[config.mk]
export PLATFORM = sky130hd
export DESIGN_NAME = basic_dro_bank
export DESIGN_NICKNAME = d
export VERILOG_FILES = /design/src/rtl/basic_dro_bank.sv
export SDC_FILE = /design/constraint.sdc
export NUM_CORES = 1
export LEC_CHECK = 0
export ABC_AREA = 1
export CAP_MARGIN = 20
export CORE_MARGIN = 2
export CORE_UTILIZATION = 51
export CTS_CLUSTER_SIZE = 24
export DETAILED_ROUTE_END_ITERATION = 10
export DONT_BUFFER_PORTS = 1
export PLACE_DENSITY = 0.66
export SETUP_SLACK_MARGIN = 0.05
export SYNTH_ARGS = -nofsm -noshare
export SYNTH_HDL_FRONTEND = slang
export SYNTH_SLANG_ARGS = --single-unit
[constraint.sdc]
create_clock -name clk -period 1.2 [get_ports clk]
set_input_delay 0.24 -clock clk [delete_from_list [all_inputs] [get_ports clk]]
set_output_delay 0.24 -clock clk [all_outputs]
set_load 0.1 [all_outputs]
[src/rtl/basic_dro_bank.sv]
// Bank of independent destructive-readout (DRO) cells driven by toggle-encoded pulses.
// Each channel stores up to DEPTH pulses and replays one per read after a fixed delay.
module basic_dro_bank #(
    parameter int CHANNELS = 4,
    parameter int DEPTH    = 1,
    parameter int DELAY    = 2,
    parameter int HOLD     = 1,
    parameter int ARM      = 2
) (
    input  logic                clk,
    input  logic                rst,
    input  logic [CHANNELS-1:0] set,
    input  logic [CHANNELS-1:0] read,
    input  logic                vclear,
    output logic [CHANNELS-1:0] out,
    output logic [CHANNELS-1:0] occupied,
    output logic [CHANNELS-1:0] violation
);

    localparam int CW = (DEPTH > 0) ? $clog2(DEPTH + 1) : 1;
    localparam int HW = (HOLD > 0) ? $clog2(HOLD + 1) : 1;
    localparam int AW = (ARM > 0) ? $clog2(ARM + 1) : 1;
    localparam int DW = (DELAY > 1) ? DELAY - 1 : 1;

    logic [AW-1:0] arm_q;
    logic          armed;

    assign armed = (arm_q == '0);

    // Only state shared between channels: input pulses are discarded until this expires.
    always_ff @(posedge clk or posedge rst) begin
        if (rst) begin
            arm_q <= AW'(ARM);
        end else if (!armed) begin
            arm_q <= arm_q - 1'b1;
        end
    end

    for (genvar ch = 0; ch < CHANNELS; ch++) begin : gen_ch
        logic          setPrev_q, readPrev_q;
        logic [CW-1:0] count_q, count_d;
        logic [HW-1:0] setHold_q, setHold_d;
        logic [HW-1:0] readHold_q, readHold_d;
        logic [DW-1:0] delay_q, delay_d;
        logic          out_q, out_d;
        logic          viol_q, viol_d;
        logic          setPulse, readPulse, inject, tap, newViol;

        always_comb begin
            setPulse  = armed & (set[ch] ^ setPrev_q);
            readPulse = armed & (read[ch] ^ readPrev_q);
            count_d   = count_q;
            inject    = 1'b0;
            newViol   = 1'b0;

            if (setPulse && readPulse) begin
                if (count_q != '0) begin
                    inject = 1'b1;
                end else begin
                    count_d = CW'(1);
                end
                newViol = (HOLD > 0);
            end else if (setPulse) begin
                if (count_q == CW'(DEPTH)) begin
                    newViol = 1'b1;
                end else begin
                    count_d = count_q + 1'b1;
                end
            end else if (readPulse) begin
                if (count_q != '0) begin
                    count_d = count_q - 1'b1;
                    inject  = 1'b1;
                end
            end

            if (HOLD > 0) begin
                if (readPulse && (setHold_q != '0)) newViol = 1'b1;
                if (setPulse && (readHold_q != '0)) newViol = 1'b1;
            end

            setHold_d  = setPulse  ? HW'(HOLD) : ((setHold_q  != '0) ? setHold_q  - 1'b1 : setHold_q);
            readHold_d = readPulse ? HW'(HOLD) : ((readHold_q != '0) ? readHold_q - 1'b1 : readHold_q);

            // Output register is the last stage, so DELAY-1 pipeline stages precede it.
            delay_d = DW'({delay_q, inject});
            tap     = (DELAY == 1) ? inject : delay_q[DW-1];
            out_d   = out_q ^ tap;
            viol_d  = (viol_q & ~vclear) | newViol;
        end

        always_ff @(posedge clk or posedge rst) begin
            if (rst) begin
                setPrev_q  <= 1'b0;
                readPrev_q <= 1'b0;
                count_q    <= '0;
                setHold_q  <= '0;
                readHold_q <= '0;
                delay_q    <= '0;
                out_q      <= 1'b0;
                viol_q     <= 1'b0;
            end else begin
                setPrev_q  <= set[ch];
                readPrev_q <= read[ch];
                count_q    <= count_d;
                setHold_q  <= setHold_d;
                readHold_q <= readHold_d;
                delay_q    <= delay_d;
                out_q      <= out_d;
                viol_q     <= viol_d;
            end
        end

        assign out[ch]       = out_q;
        assign occupied[ch]  = (count_q != '0);
        assign violation[ch] = viol_q;
    end

endmodule

==> results.md <==
* DRT antenna net count at 0
* Core outline area at roughly 2700 um^2
* Net Sw Frac at about two fifths
* Number of global-route vias before repair at around 1000
* Cell Pwr Density at between 1500 and 2000 nW/um^2
* CP Launch Type: register
* CP Buf/Inv Count at 1
* Number of synthesis warnings at 0
* Total CTS buffers at 5
* Mux contribution to synthesized area at 0%
* Antenna diode count at 0
* Vias per cell at 4.713
* P_sw at 0.001359 W
* Filler cells at 217
* Comb power frac at 41.8%
* Int Pwr at 0.002016 W
* Power share of the sequential group at 41.3%
* Worst setup EP type: primary output
* Largest delay share family, worst path: flip-flops
* Initial antenna violation count at 0
* Final setup fails at 0
* Clock Path Buffers at 2
* Cells after synthesis at 148
* Finished Cell Area at around 1900 um^2
* Boundary pin count at 23
* CTS H-tree depth at 2
* # rows at 19
* Commonest non-fill, non-tap cell in the layout: dfrtp_1
* Post-place setup slack at approximately 13 ps
* Count of state elements after synthesis at 34
* First-pass GRT wire length at roughly 4 mm
* Fin util at 69.48%
* Starting Density at 52.54%
* Cell Area, Synth at around 1400 um^2
* Average wire per standard cell at 11.74 um
* Synth Area in Compound Gates at around 4.2%
* Synth Net Count at 160
* Clock transition at path regs at 90 ps
* CP required at 960 ps
* Largest family of logic cells by synthesized area: simple AND/OR/NAND/NOR gates
* Number of max-cap violations at 0
* Peak supply drop at between 1.5 and 2 mV
* CTS tree: done
* Clock Power Share at 16.9%
* Die W at 56.84 um
* DR vias at 952
* Area share of fa/ha/maj cells after synthesis at less than 1%
* Layout cell share with drive strength beyond 1 at a little under a third
* CP max stage delay at 430 ps
* Max frequency at 0.8346 GHz
* Initial DRC Count at 28
* Worst-skew pair later-pin latency at 330 ps
* Die Height at 56.84 um
* Fin crit share at 99.85%
* Crit path DAT at ~960 ps
* Dpl hpwl at ~1.6 mm
* DR pass1 iterations at 4
* Worst slew pin tran at 412.4 ps
* RSZ-0062 raised after global routing: yes
* Hold Path Class: input pin to register
* Total track usage at 17.68%
* Max Fanout on Critical Path at 3
* Hold Violations, Final at 0
* Area grow syn2layout at 32.25%
* Commonest cells after routing, fill and taps aside: 33 x dfrtp_1, 31 x nand2_1, 21 x inv_1
* Remaining DRCs at 0
* Routability Congestion at 0.7047
* Total power at between 0.003 and 0.004 W
* Distinct cells, synth at 16
* Largest net degree at the start of global routing at 19
* Mean post-synth cell area at 9.621 um^2
* Crit-path cells: buf_12
* Max Slew Vio Count at 0
* Nets at 183
* Skew final at between 4 and 5 ps
* Final min period at 1198 ps
* Status: completed
* Root Driver: clkbuf_4
* Critical path type: register to primary output
* Leakage power at 0.9695 nW
* Die area at 3231 um^2
* GRT overflow at 0
* Sink Count at 34
* Simple-Gate Fraction of Synth Area at 18.54%
* XOR/XNOR share of the synthesized area at 3.076%
* CP max-delay cell: dfrtp_1
* I/O Buffers at 0
* Post-place instance area at approximately 1500 um^2
* Slew margin rel. at 72.48%
* Drt total wl at 2.372 mm
* Seq/Total Area, Yosys at 59.84%
* Slack of the critical path at 1.846 ps
[Yosys cell counts (all sizes together)]
cell type  count  area [um^2]
nand3          8        40.04
o21ai          5        25.02
buf           13        97.59
dfstp          1        26.28
inv           25        93.84
or2            4        25.02
ha             1        12.51
a21oi          4        35.03
xor2           4        35.03
xnor2          1        8.760
nor2           8        40.03
dfrtp         33        825.8
nor3           4        20.02
nand2         37        138.9
[final cells by class]
cell class | instances | area, um^2 | share of cell area, %
Sequential cell | 34 | 852.1 | 45.25
Inverter | 25 | 98.84 | 5.249
Clock buffer | 7 | 45.04 | 2.392
Multi-Input combinational cell | 76 | 445.4 | 23.65
Tap cell | 31 | 38.79 | 2.060
Timing Repair Buffer | 29 | 402.9 | 21.40
[metrics by stage]
stage | hold WS (ps) | instances | TNS, ps
floorplan | 271.4 | 148 | 0
detailed placement | 141.9 | 180 | 0
global route | 56.65 | 202 | -299.2
finish | 69.62 | 202 | 0
global placement | 135.6 | 180 | 0
CTS | 64.48 | 200 | -13.78
[power by group through the flow]
| stage | Clock (W) | Sequential [W] | Combinational, W |
|---|---|---|---|
| 2_1_floorplan | 0 | 0.00138 | 0.00102 |
| 3_3_place_gp | 0 | 0.00138 | 0.00115 |
| 3_5_place_dp | 0 | 0.00138 | 0.00116 |
| 4_1_cts | 0.000598 | 0.00139 | 0.00141 |
| 5_1_grt | 0.000658 | 0.00141 | 0.00147 |
| 6_report | 0.000571 | 0.00139 | 0.00141 |
[flip-flops by register name, indices dropped and copies added (netlist names), 4 cells and up]
register,cells
gen_ch.count_q,4
gen_ch.out_q,4
gen_ch.delay_q,4
gen_ch.readHold_q,4
gen_ch.setHold_q,4
gen_ch.readPrev_q,4
gen_ch.viol_q,4
gen_ch.setPrev_q,4
[cell families after synthesis]
| family | after synthesis |
|---|---|
| adders and majority gates | 1 |
| and+or+nand+nor | 61 |
| AOI/OAI and AO/OA | 9 |
| DFF | 34 |
| xor gates and xnor gates | 5 |
| buffers and inverters | 38 |
[per-layer routing]
metal / wire [um] / global-route usage, % / vias to the layer above
met5: 0 / 0 / -
li1: - / - / 485
met3: 128 / 6.221 / 7
met1: 971 / 19.08 / 438
met4: 67 / 9.967 / 0
met2: 1205 / 29.90 / 22
[worst register-to-register path: stages (launching register included)]
cell and delay [ps]:
dfstp_2 550, inv_2 40, ha_4 190, inv_6 90
a21oi_2 40, nand3_1 70, nand3_1 90
[repair_timing]
| item | CTS | global route |
|---|---|---|
| resized for setup | 27 | 12 |
| hold buffers | 9 | 0 |
| hold endpoints to repair | 15 | 0 |
| endpoints found under the setup margin | 21 | 24 |
| buffers inserted | 4 | 2 |
| pin swaps | 6 | 6 |
[worst paths after layout]
| path | start | endpoint | slack, ps | cells past startpoint |
|---|---|---|---|---|
| setup reg to reg | arm_q[1]$_DFFE_PP1N_ | gen_ch[3].viol_q$_DFF_PP0_ | 2 | 6 |
| setup / recovery | gen_ch[1].count_q$_DFFE_PP0P_ | occupied[1] | 2 | 1 |
| hold reg to reg | gen_ch[2].delay_q$_DFF_PP0_ | gen_ch[2].out_q$_DFF_PP0_ | 440 | 1 |
| min in group asynchronous | rst | gen_ch[1].setHold_q$_DFF_PP0_ | 320 | 2 |
| max in group asynchronous | rst | gen_ch[0].viol_q$_DFF_PP0_ | 410 | 3 |
| hold / removal | set[1] | gen_ch[1].setHold_q$_DFF_PP0_ | 70 | 3 |
Note: power is estimated with default switching activity, not from simulation.
